<file path="src/rtl/shift_pkg.sv">
// Shared definitions for the shift-unit library: FSM encodings, bit-order constants
// and an elaboration-time clog2 helper.
package shift_pkg;

    typedef enum logic [1:0] {
        IDLE   = 2'd0,
        SHIFT  = 2'd1,
        PARITY = 2'd2
    } state_t;

    localparam logic DIR_LSB = 1'b0;
    localparam logic DIR_MSB = 1'b1;

    function automatic int clog2(input int value);
        int res;
        res = 0;
        while ((1 << res) < value) begin
            res = res + 1;
        end
        return res;
    endfunction

endpackage

</file>
<file path="src/rtl/piso_shift_serializer_bit_counter.sv">
// Bit-position counter for the serializer: clears on accept, advances per transferred
// bit and wraps to zero after the terminal count WIDTH-1.
module bit_counter #(
    parameter int WIDTH = 8,
    parameter int CNT_W = 3
) (
    input  logic clk,
    input  logic rst,
    input  logic clr_i,
    input  logic en_i,
    output logic tc_o
);

    localparam logic [CNT_W-1:0] LAST = CNT_W'(WIDTH - 1);

    logic [CNT_W-1:0] cnt_q;
    logic [CNT_W-1:0] cnt_d;

    assign tc_o = (cnt_q == LAST);

    always_comb begin
        cnt_d = cnt_q;
        if (clr_i) begin
            cnt_d = '0;
        end else if (en_i) begin
            cnt_d = tc_o ? '0 : cnt_q + 1'b1;
        end
    end

    always_ff @(posedge clk) begin
        if (rst) begin
            cnt_q <= '0;
        end else begin
            cnt_q <= cnt_d;
        end
    end

endmodule

</file>
<file path="src/rtl/piso_shift_serializer.sv">
// Parallel-in serial-out stage with valid/ready on both sides and selectable bit order.
// Optional even-parity trailer bit when SERIALIZER_PARITY_EN is defined.
module piso_shift_serializer
    import shift_pkg::*;
#(
    parameter int WIDTH = 8
) (
    input  logic             clk,
    input  logic             rst,
    input  logic             in_valid,
    output logic             in_ready,
    input  logic [WIDTH-1:0] in_data,
    input  logic             msb_first,
    output logic             out_valid,
    input  logic             out_ready,
    output logic             out_bit,
    output logic             out_last,
    output logic             busy
);

    localparam int CNT_W = clog2(WIDTH);

    state_t           state_q;
    state_t           state_d;
    logic [WIDTH-1:0] shreg_q;
    logic             dir_q;
    logic             tc;
    logic             accept;
    logic             xfer;
    logic             data_xfer;

    assign accept    = in_valid && in_ready;
    assign xfer      = out_valid && out_ready;
    assign data_xfer = xfer && (state_q == SHIFT);

    bit_counter #(
        .WIDTH(WIDTH),
        .CNT_W(CNT_W)
    ) u_bit_counter (
        .clk  (clk),
        .rst  (rst),
        .clr_i(accept),
        .en_i (data_xfer),
        .tc_o (tc)
    );

    always_ff @(posedge clk) begin
        if (rst) begin
            state_q <= IDLE;
        end else begin
            state_q <= state_d;
        end
    end

    always_comb begin
        state_d = state_q;
        case (state_q)
            IDLE: begin
                if (accept) begin
                    state_d = SHIFT;
                end
            end
            SHIFT: begin
                if (xfer && tc) begin
`ifdef SERIALIZER_PARITY_EN
                    state_d = PARITY;
`else
                    state_d = IDLE;
`endif
                end
            end
            PARITY: begin
`ifdef SERIALIZER_PARITY_EN
                if (xfer) begin
                    state_d = IDLE;
                end
`else
                state_d = IDLE;
`endif
            end
            default: state_d = IDLE;
        endcase
    end

    // Shift register only moves on data-bit transfers; a stall leaves it untouched.
    always_ff @(posedge clk) begin
        if (rst) begin
            shreg_q <= '0;
            dir_q   <= DIR_LSB;
        end else if (accept) begin
            shreg_q <= in_data;
            dir_q   <= msb_first;
        end else if (data_xfer) begin
            if (dir_q == DIR_MSB) begin
                shreg_q <= {shreg_q[WIDTH-2:0], 1'b0};
            end else begin
                shreg_q <= {1'b0, shreg_q[WIDTH-1:1]};
            end
        end
    end

`ifdef SERIALIZER_PARITY_EN
    logic par_q;

    always_ff @(posedge clk) begin
        if (rst) begin
            par_q <= 1'b0;
        end else if (accept) begin
            par_q <= ^in_data;
        end
    end
`endif

    always_comb begin
        in_ready  = (state_q == IDLE) && !rst;
        out_valid = 1'b0;
        out_bit   = 1'b0;
        out_last  = 1'b0;
        busy      = (state_q != IDLE);
        case (state_q)
            SHIFT: begin
                out_valid = 1'b1;
                out_bit   = (dir_q == DIR_MSB) ? shreg_q[WIDTH-1] : shreg_q[0];
`ifdef SERIALIZER_PARITY_EN
                out_last  = 1'b0;
`else
                out_last  = tc;
`endif
            end
`ifdef SERIALIZER_PARITY_EN
            PARITY: begin
                out_valid = 1'b1;
                out_bit   = par_q;
                out_last  = 1'b1;
            end
`endif
            default: begin
                out_valid = 1'b0;
            end
        endcase
    end

endmodule

</file>
<file path="config.mk">
export PLATFORM = sky130hd
export DESIGN_NAME = piso_shift_serializer
export DESIGN_NICKNAME = d
export VERILOG_FILES = /design/src/rtl/shift_pkg.sv /design/src/rtl/piso_shift_serializer_bit_counter.sv /design/src/rtl/piso_shift_serializer.sv
export SDC_FILE = /design/constraint.sdc
export NUM_CORES = 1
export LEC_CHECK = 0
export CAP_MARGIN = 20
export CORE_MARGIN = 1
export CORE_UTILIZATION = 47
export CTS_CLUSTER_SIZE = 8
export DETAILED_ROUTE_END_ITERATION = 8
export MAX_ROUTING_LAYER = met4
export PLACE_DENSITY = 0.76
export SKIP_LAST_GASP = 1
export SLEW_MARGIN = 20
export SYNTH_ARGS = -nofsm -noshare
export SYNTH_HDL_FRONTEND = slang
export SYNTH_HIERARCHICAL = 1
export SYNTH_SLANG_ARGS = --single-unit
</file>
<file path="constraint.sdc">
create_clock -name clk -period 1.6 [get_ports clk]
set_clock_uncertainty 0.1 [all_clocks]
set_input_delay 0.16 -clock clk [delete_from_list [all_inputs] [get_ports clk]]
set_output_delay 0.16 -clock clk [all_outputs]
set_load 0.05 [all_outputs]
</file>
==> reports/qor.csv, run 1 <==
metric,value,unit
Hold Path Origin,msb_first,
initial antenna violation count,0,
Reg area,264,sq um
Placed Instances,110,
Total Power,0.771,mW
Synth Area in XOR/XNOR,0,%
Sw Ratio,29.3,%
Routed WL,1.62,mm
post-synthesis simple-gate area fraction,18.3,%
vias per inst,5.69,
Worst Max-Slew Pin Slew,260,ps
# hold bufs at CTS,0,
Main synth FF type,dfxtp_1,
sequential-to-total area share from yosys stat,35.2,%
clock share of power,27.1,%
adder-cell area share of the yosys netlist,3.38,%
Final Util,73.9,%
cell taking the most area after synthesis,dfxtp_1,
Post-Route Setup TNS,0,ps
initial core utilization,53.5,%
Synth Instances,78,
ratio of cells with drive above 1 in the final layout,36.0,%
Power Dens Cells,755,mW/mm^2
Clock Tree Root,clkbuf_4,
Async SR Flop Fraction,0,%
vias in the first global route,673,
max-slew violation count,0,
Seq pwr share,47.7,%
crit start category,register,
"commonest non-fill, non-tap cells in the layout","clkdlybuf4s50_1 (12), dfxtp_1 (10), mux2i_1 (9)",
WP data arrival,1300,ps
ranking of synthesized cells by area,"dfxtp_1 (35%), mux2i_1 (12%), a211o_1 (7.1%), a21oi_2 (7.1%), nand2_2 (5.1%)",
worst hold path class,input port to register,
# diodes,0,
Peak VDD IR,0.406,mV
Synth cell types,27,
Slowest Stage Delay on Critical Path,340,ps
clk sinks,13,
height of the chip,41.7,um
Critical Path Slowest Stage Cell,dfxtp_2,
Die ar.,0.00174,sq mm
"Cell Count, Final, Fillers Out",115,
GR Util All Layers,21.3,%
Final Net Count,116,
worst path required time,1340,ps
P_int,0.545,mW
relative slew slack,82.7,%
crit-path max FO,3,
area growth from synthesis to layout,38.2,%
Starting DRT DRC Count,9,
drt first pass iters,4,
"Reg clk slew, reported paths",80,ps
CTS tree,done,
"EDFF count, synth",0,
mux share of post-synthesis cell area,12.2,%
chip width,41.7,um
core region area,0.00138,sq mm
CP Class,register to primary output,
CTS Buf Count,3,
NetSw,0.226,mW
largest net degree at the start of global routing,18,
detailed-route via count,654,
main combinational cell family by area after synthesis,compound AO/OA/AOI/OAI gates,
global route total overflow,0,
Yosys reg bits,13,
GPL Wtd Cong,0.720,
Max Root-Sink Buffers,2,
ANT nets after route,0,
YS warnings,6,
Mapped Area,739,sq um
final period demand of the worst path,1560,ps
crit-path cells,ha_1 -> ha_2 -> and2_4 -> buf_12,
row cnt,13,
status,"finished, final reports clean",
fmax,643,MHz
setup violators final,0,
H-tree levels,1,
IO buf count,17,
Ports,18,
latest clock arrival within the worst-skew pair,280,ps
DRC,0,
Lkg Pwr,0.376,nW
DPL Wire Length,1.18,mm
syn nets,93,
Post-Place Setup Slack,-27.6,ps
Hold Fails Final Rpt,0,
critical path startpoint,u_bit_counter/cnt_q[0],
top cell type's share of synthesized area,35.2,%
Synth Area in Compound Gates,24.0,%
combinational fraction of design power,25.2,%
setup ws final,43.8,ps
Worst R2R Start,u_bit_counter/cnt_q[0],
Critical Path End Type,primary output,
Max-Cap Viols,0,
"commonest non-fill, non-tap cell in the layout",clkdlybuf4s50_1,
Mapped Avg Cell Area,9.48,sq um
first-pass GRT wire length,2.75,mm
FILL cells,101,
routed len/inst,14.1,um
fin crit share,97.3,%
Multi-input gate area,435,sq um
[sequential cells by signal, indices dropped and copies added (netlist names)]
register,flops
shreg_q,8
u_bit_counter/cnt_q,3
state_q,1
dir_q,1
[through the flow]
| stage | hold slack [ps] | instance area (sq um) |
|---|---|---|
| final | 316 | 1020 |
| after detailed placement | 397 | 981 |
| after global placement | 400 | 981 |
| after floorplan | 125 | 743 |
| after CTS | 312 | 1010 |
| after global routing | 340 | 1020 |
[worst max-delay path: cells and delay by family, from the launching register on]
kind                       cells  cell delay, ps
DFF                            1             340
and+or+nand+nor                1             160
adders and majority gates      2             370
buffers and inverters          1             140
[per-layer routing]
layer  track usage [%]  vias up  share of wire (%)
li1                  -      327                  -
met1              23.7      301                 45
met2              35.9       24                 50
met3              7.83        2                4.6
met4              5.16        0               0.99
met5                 -        -                  0
[final timing paths]
| kind | endpoint | slack (ps) | cells after the start |
|---|---|---|---|
| worst max-delay path | out_last | 40 | 4 |
| worst min-delay path | dir_q | 320 | 3 |
| worst max register to register | u_bit_counter/cnt_q[0] | 170 | 4 |
| worst min register to register | shreg_q[7] | 420 | 2 |
[Yosys cell counts (2+ instances only)]
cell type	count
nand2b_1	2
mux2i_1	9
nor2_1	4
buf_4	2
nor3_1	2
a21oi_2	6
nand2_2	6
a311oi_1	2
a21oi_1	6
ha_1	2
dfxtp_1	13
a211o_1	6
nand2_1	4
[power groups by stage]
stage	Sequential (mW)	Combinational, mW	Clock, mW
floorplan	0.369	0.118	0
global placement	0.373	0.192	0
detailed placement	0.374	0.196	0
CTS	0.366	0.196	0.217
global route	0.371	0.210	0.232
finish	0.368	0.195	0.209
[layout make-up]
cell class / instances / area share [%]
clock buffer: 4 / 2.57
inverter: 2 / 1.22
multi-input combinational: 58 / 42.6
sequential: 13 / 25.8
tap: 15 / 1.84
timing repair buffer: 23 / 25.9
[timing repair]
item / CTS / global route
endpoints found under the setup margin: 2 / 1
buffers inserted: 0 / 1
gates resized for setup: 3 / 1
[cell families (layout without fill, tap and decap cells)]
logic type | Yosys count | in the layout
simple gates | 24 | 24
compound gates | 23 | 23
flops | 13 | 13
mux | 9 | 9
buf+inv | 7 | 29
fa+ha+maj | 2 | 2
Note: power is estimated with default switching activity, not from simulation.
==> run 2, diff against run 1 <==
CORE_UTILIZATION = 50   (was 47)
CTS_BUF_LIST = sky130_fd_sc_hd__clkbuf_4 sky130_fd_sc_hd__clkbuf_8   (was unset)
PLACE_DENSITY = 0.81   (was 0.76)
==> run 2 against run 1 <==
Effect of this change:
- first-iteration DRC count is 67% higher
- design area is 1.1% higher
- clock-buffer cell count stayed put
- die area is 5.7% lower
- combinational power hardly changed
- clock power is 8% higher
- via count is 1.8% higher
- worst setup slack worse by 5.2 ps
- critical path type unchanged
- highest routed layer unchanged
==> reports/qor.csv, run 2 (same netlist as run 1, synthesis figures left out) <==
metric,value,unit,change
CTS tree,done,,
CP top delay family,adder cells,,
first-pass GRT wire length,2.42,mm,-12%
DRC,0,,unchanged
H-tree levels,1,,unchanged
GPL Wtd Cong,0.774,,+7.5%
ANT nets after route,0,,unchanged
crit start category,register,,
Power Dens Cells,767,mW/mm^2,+1.6%
crit-path cells,ha_1 -> ha_2 -> and2_4 -> buf_12,,
drt first pass iters,4,,unchanged
largest net degree at the start of global routing,18,,unchanged
worst hold path class,input port to register,,
Critical Path End Type,primary output,,
IO buf count,17,,unchanged
chip width,40.5,um,-2.9%
height of the chip,40.5,um,-2.9%
routed len/inst,14.5,um,+3.1%
worst path required time,1340,ps,about the same
"Cell Count, Final, Fillers Out",116,,+0.87%
Seq pwr share,46.8,%,-0.9 points
final period demand of the worst path,1560,ps,+5.15 ps
area growth from synthesis to layout,39.8,%,
Peak VDD IR,0.573,mV,+41%
initial core utilization,55.4,%,+2.0 points
# diodes,0,,unchanged
Max Root-Sink Buffers,2,,unchanged
clock share of power,28.4,%,+1.3 points
Stages on worst setup path,4,,unchanged
Slowest Stage Delay on Critical Path,340,ps,about the same
latest clock arrival within the worst-skew pair,280,ps,about the same
Critical Path Slowest Stage Cell,dfxtp_2,,
vias per inst,5.74,,+0.96%
"commonest non-fill, non-tap cells in the layout","clkdlybuf4s50_1 (12), dfxtp_1 (10), mux2i_1 (9)",,
post-route cell area,0.00103,sq mm,+1.1%
Reg area,264,sq um,unchanged
"Reg clk slew, reported paths",80,ps,about the same
Hold Fails Final Rpt,0,,unchanged
setup violators final,0,,unchanged
Max-Cap Viols,0,,unchanged
Ports,18,,unchanged
crit-path max FO,3,,unchanged
Clock Tree Root,clkbuf_4,,
Worst Max-Slew Pin Slew,262,ps,+1.93 ps
detailed-route via count,666,,+1.8%
RSZ-0062 raised after global routing,no,,
vias in the first global route,578,,-14%
Sw Ratio,28.9,%,-0.42 points
clk sinks,13,,unchanged
Routed WL,1.68,mm,+4.0%
P_int,0.563,mW,+3.3%
max-slew violation count,0,,unchanged
"commonest non-fill, non-tap cell in the layout",clkdlybuf4s50_1,,
FILL cells,85,,-16%
Multi-input gate area,435,sq um,unchanged
Die ar.,0.00164,sq mm,-5.7%
biggest regs,"shreg_q x8, u_bit_counter/cnt_q x3",,
relative slew slack,82.5,%,-0.13 points
Final Util,77.5,%,+3.5 points
combinational fraction of design power,24.8,%,-0.4 points
Final Net Count,117,,+0.86%
DPL Wire Length,1.20,mm,+2.2%
Placed Instances,111,,+0.91%
fin crit share,97.6,%,+0.32 points
ratio of cells with drive above 1 in the final layout,37.6,%,+1.6 points
WP data arrival,1300,ps,about the same
CP Class,register to primary output,,
fmax,640,MHz,-0.33%
max FFs per register,8,,unchanged
Lkg Pwr,0.383,nW,+2.0%
GR Util All Layers,23.9,%,+2.6 points
NetSw,0.229,mW,+1.2%
status,"finished, final reports clean",,
initial antenna violation count,0,,unchanged
Post-DP Area,988,sq um,+0.77%
Largest Register,shreg_q,,
global route total overflow,0,,unchanged
cell depth of the worst flop-to-flop path,4,,unchanged
worst hold stages,3,,unchanged
core region area,0.00133,sq mm,-3.5%
Starting DRT DRC Count,15,,+6
row cnt,13,,unchanged
"Buf+Inv Stages, Crit Path",1,,unchanged
CTS Buf Count,3,,unchanged
## run 2: changes by cell type in the layout (fill, tap and decap cells not counted), sizes merged
cell  previous run  this run
buf             11        12
## run 2: metal layers
metal	track usage, %	up-vias	part of all wire, %
met2	36.5	23	47
met4	18.3	0	3.7
li1	-	331	-
met1	26.8	306	46
met3	5.00	6	3.4
met5	-	-	0
## run 2: worst paths after layout
check	slack, ps	start	to
worst max-delay path	40	u_bit_counter/cnt_q[0]	out_last
worst min-delay path	310	msb_first	dir_q
worst max register to register	170	u_bit_counter/cnt_q[0]	u_bit_counter/cnt_q[0]
worst min register to register	420	shreg_q[7]	shreg_q[7]
## run 2: tightest hold or removal path: stages
cell,delay (ps)
clkdlybuf4s50_1,400
nand2_1,50
o21ai_1,50
## run 2: layout make-up
type                    instances  area share (%)
clock buffers                   4            2.91
inverters                       2            1.21
repair buffers                 24            26.4
well taps                      15            1.82
multi-input cells              58            42.1
flip-flops and latches         13            25.5
## run 2: repair_timing
| item | in CTS | in global routing |
|---|---|---|
| cloned | 0 | 0 |
| setup endpoints to repair | 2 | 1 |
| buffers inserted | 0 | 1 |
| gates resized for setup | 4 | 0 |
| hold buffers | 0 | 0 |
## run 2: power groups by stage
stage / Combinational [mW] / Clock, mW / Sequential (mW)
5_1_grt: 0.209 / 0.249 / 0.373
2_1_floorplan: 0.118 / 0 / 0.369
3_3_place_gp: 0.189 / 0 / 0.376
3_5_place_dp: 0.195 / 0 / 0.377
4_1_cts: 0.196 / 0.232 / 0.370
6_report: 0.197 / 0.225 / 0.371
## run 2: through the flow
stage	setup slack [ps]	total power [mW]	hold WS, ps	TNS (ps)
floorplan	70.5	0.487	125	0
global placement	-13.6	0.565	394	-26.2
detailed placement	-62.6	0.572	408	-94.7
CTS	30.0	0.797	304	0
global route	3.20	0.831	311	0
finish	38.6	0.792	312	0
==> run 3, diff against run 2 <==
==> constraint.sdc (replaced) <==
create_clock -name clk -period 1.6 [get_ports clk]
set_clock_uncertainty 0.1 [all_clocks]
set_input_delay 0.16 -clock clk [delete_from_list [all_inputs] [get_ports clk]]
set_output_delay 0.16 -clock clk [all_outputs]
set_load 0.005 [all_outputs]
==> run 3 against run 2 <==
Effect of this change:
- global-route usage increased by 2.2 points
- total power decreased by 3.8%
- critical path depth decreased by 2
- clock-buffer cell count unchanged
- hold slack got worse by 5.4 ps
- routed wire length increased by 5.9%
- worst setup slack improved by 2.7 ps
==> reports/qor.csv, run 3 (same netlist as run 1, synthesis figures left out) <==
metric,value,unit,change
Placed Instances,113,,+1.8%
Starting DRT DRC Count,10,,-5
Critical R2R Capture,u_bit_counter/cnt_q[0],,
Worst Max-Slew Pin Slew,232,ps,-30.2 ps
NetSw,0.210,mW,-8.4%
Max Root-Sink Buffers,2,,unchanged
Max-Cap Viols,0,,unchanged
crit-path max FO,9,,+6
Slowest Stage Delay on Critical Path,520,ps,+180 ps
Largest Register,shreg_q,,
fmax,642,MHz,+0.17%
GR Util All Layers,26.1,%,+2.2 points
Critical Path End Type,primary output,,
# hold bufs at CTS,0,,unchanged
initial core utilization,55.4,%,unchanged
Routed WL,1.78,mm,+5.9%
ANT nets after route,0,,unchanged
largest net degree at the start of global routing,18,,unchanged
ratio of cells with drive above 1 in the final layout,35.3,%,-2.3 points
Hold Path Origin,msb_first,,
DRC,0,,unchanged
worst hold stages,3,,unchanged
combinational fraction of design power,22.4,%,-2.4 points
GPL Wtd Cong,0.752,,-2.8%
row cnt,13,,unchanged
R2R Setup Slk,120,ps,-50 ps
WP data arrival,1300,ps,about the same
Hold Fails Final Rpt,0,,unchanged
Peak VDD IR,0.615,mV,+7.4%
RSZ-0062 raised after global routing,yes,,
"commonest non-fill, non-tap cell in the layout",clkdlybuf4s50_1,,
clock share of power,29.8,%,+1.4 points
P_int,0.553,mW,-1.9%
vias in the first global route,651,,+13%
Clock Tree Root,clkbuf_4,,
grt met1 use,26.8,%,unchanged
Critical Path Slowest Stage Cell,clkdlybuf4s50_1,,
status,"finished, final reports clean",,
worst hold path class,input port to register,,
CTS tree,done,,
global route total overflow,0,,unchanged
H-tree levels,1,,unchanged
setup violators final,0,,unchanged
final period demand of the worst path,1560,ps,-2.66 ps
max-slew violation count,0,,unchanged
max FFs per register,8,,unchanged
cell depth of the worst flop-to-flop path,4,,unchanged
IO buf count,17,,unchanged
DPL Wire Length,1.24,mm,+3.2%
Lkg Pwr,0.365,nW,-4.6%
height of the chip,40.5,um,unchanged
"Reg clk slew, reported paths",80,ps,about the same
"Cell Count, Final, Fillers Out",117,,+0.86%
Final Net Count,118,,+0.85%
first-pass GRT wire length,2.64,mm,+9.1%
Seq pwr share,47.8,%,+1.0 points
vias per inst,5.79,,+0.93%
GR Util met2,43.3,%,+6.7 points
core region area,0.00133,sq mm,unchanged
Total Power,0.762,mW,-3.8%
# diodes,0,,unchanged
Ports,18,,unchanged
busiest grt layer,met2,,
relative slew slack,84.5,%,+2.0 points
clk sinks,13,,unchanged
crit start category,register,,
biggest regs,"shreg_q x8, u_bit_counter/cnt_q x3",,
Final Util,75.7,%,-1.8 points
area growth from synthesis to layout,36.5,%,
drt first pass iters,4,,unchanged
crit-path cells,nor2_1 -> clkdlybuf4s50_1,,
detailed-route via count,678,,+1.8%
GR Util met3,6.11,%,+1.1 points
fin crit share,97.4,%,-0.17 points
CTS Buf Count,3,,unchanged
Sw Ratio,27.5,%,-1.4 points
worst path required time,1340,ps,about the same
Worst R2R Start,u_bit_counter/cnt_q[0],,
routed len/inst,15.2,um,+5.0%
CP Class,register to primary output,,
"commonest non-fill, non-tap cells in the layout","clkdlybuf4s50_1 (15), mux2i_1 (9), buf_4 (8), dfxtp_1 (8)",,
Hold Path End,dir_q,,
latest clock arrival within the worst-skew pair,280,ps,about the same
initial antenna violation count,0,,unchanged
Die ar.,0.00164,sq mm,unchanged
Power Dens Cells,755,mW/mm^2,-1.5%
chip width,40.5,um,unchanged
run 3: how the worst max path moves through the flow:
| stage | from | end | slack, ps | depth (start not counted) |
|---|---|---|---|---|
| 2_1_floorplan | u_bit_counter/cnt_q[0] | u_bit_counter/cnt_q[0] | 230 | 4 |
| 3_3_place_gp | out_ready | u_bit_counter/cnt_q[0] | -20 | 5 |
| 3_5_place_dp | out_ready | u_bit_counter/cnt_q[0] | -80 | 5 |
| 4_1_cts | u_bit_counter/cnt_q[0] | out_last | 30 | 4 |
| 5_1_grt | state_q[0] | in_ready | -10 | 2 |
| 6_report | state_q[0] | in_ready | 40 | 2 |
run 3: worst max-delay path, delay by kind of cell, from the launching register on:
kind / cells / cell delay (ps)
flip-flops: 1 / 380
buffers and inverters: 1 / 520
AND/OR/NAND/NOR: 1 / 120
run 3: layer usage:
| metal | wire (um) | vias to the layer above |
|---|---|---|
| li1 | - | 330 |
| met1 | 760 | 326 |
| met2 | 930 | 17 |
| met3 | 52 | 5 |
| met4 | 38 | 0 |
| met5 | 0 | - |
run 3: area by class of cell:
class	count	area (sq um)
Sequential cell	13	272
Multi-Input combinational cell	58	453
Clock buffer	4	30.0
Fill cell	99	324
Inverter	2	12.5
Tap cell	15	18.8
Timing Repair Buffer	25	224
run 3: power by group through the flow:
| stage | Clock, mW | Sequential, mW | Combinational (mW) |
|---|---|---|---|
| after floorplan | 0 | 0.362 | 0.102 |
| after global placement | 0 | 0.369 | 0.161 |
| after detailed placement | 0 | 0.370 | 0.168 |
| after CTS | 0.225 | 0.364 | 0.169 |
| after global routing | 0.242 | 0.367 | 0.185 |
| final | 0.227 | 0.364 | 0.171 |
run 3: stage by stage:
step                TNS (ps)  hold WS (ps)  area, sq um  worst slack, ps
floorplan                  0           125          739              235
global placement       -16.7           391          950            -16.7
detailed placement      -141           404          950            -84.3
CTS                        0           316          996             35.0
global route           -11.2           333         1010            -11.2
finish                     0           307         1010             41.3
run 3: timing repair:
item	CTS	global route
endpoints found under the setup margin	3	3
resized for setup	9	6
pin swaps	0	3
endpoints found under the hold margin	0	0
buffers inserted	1	0
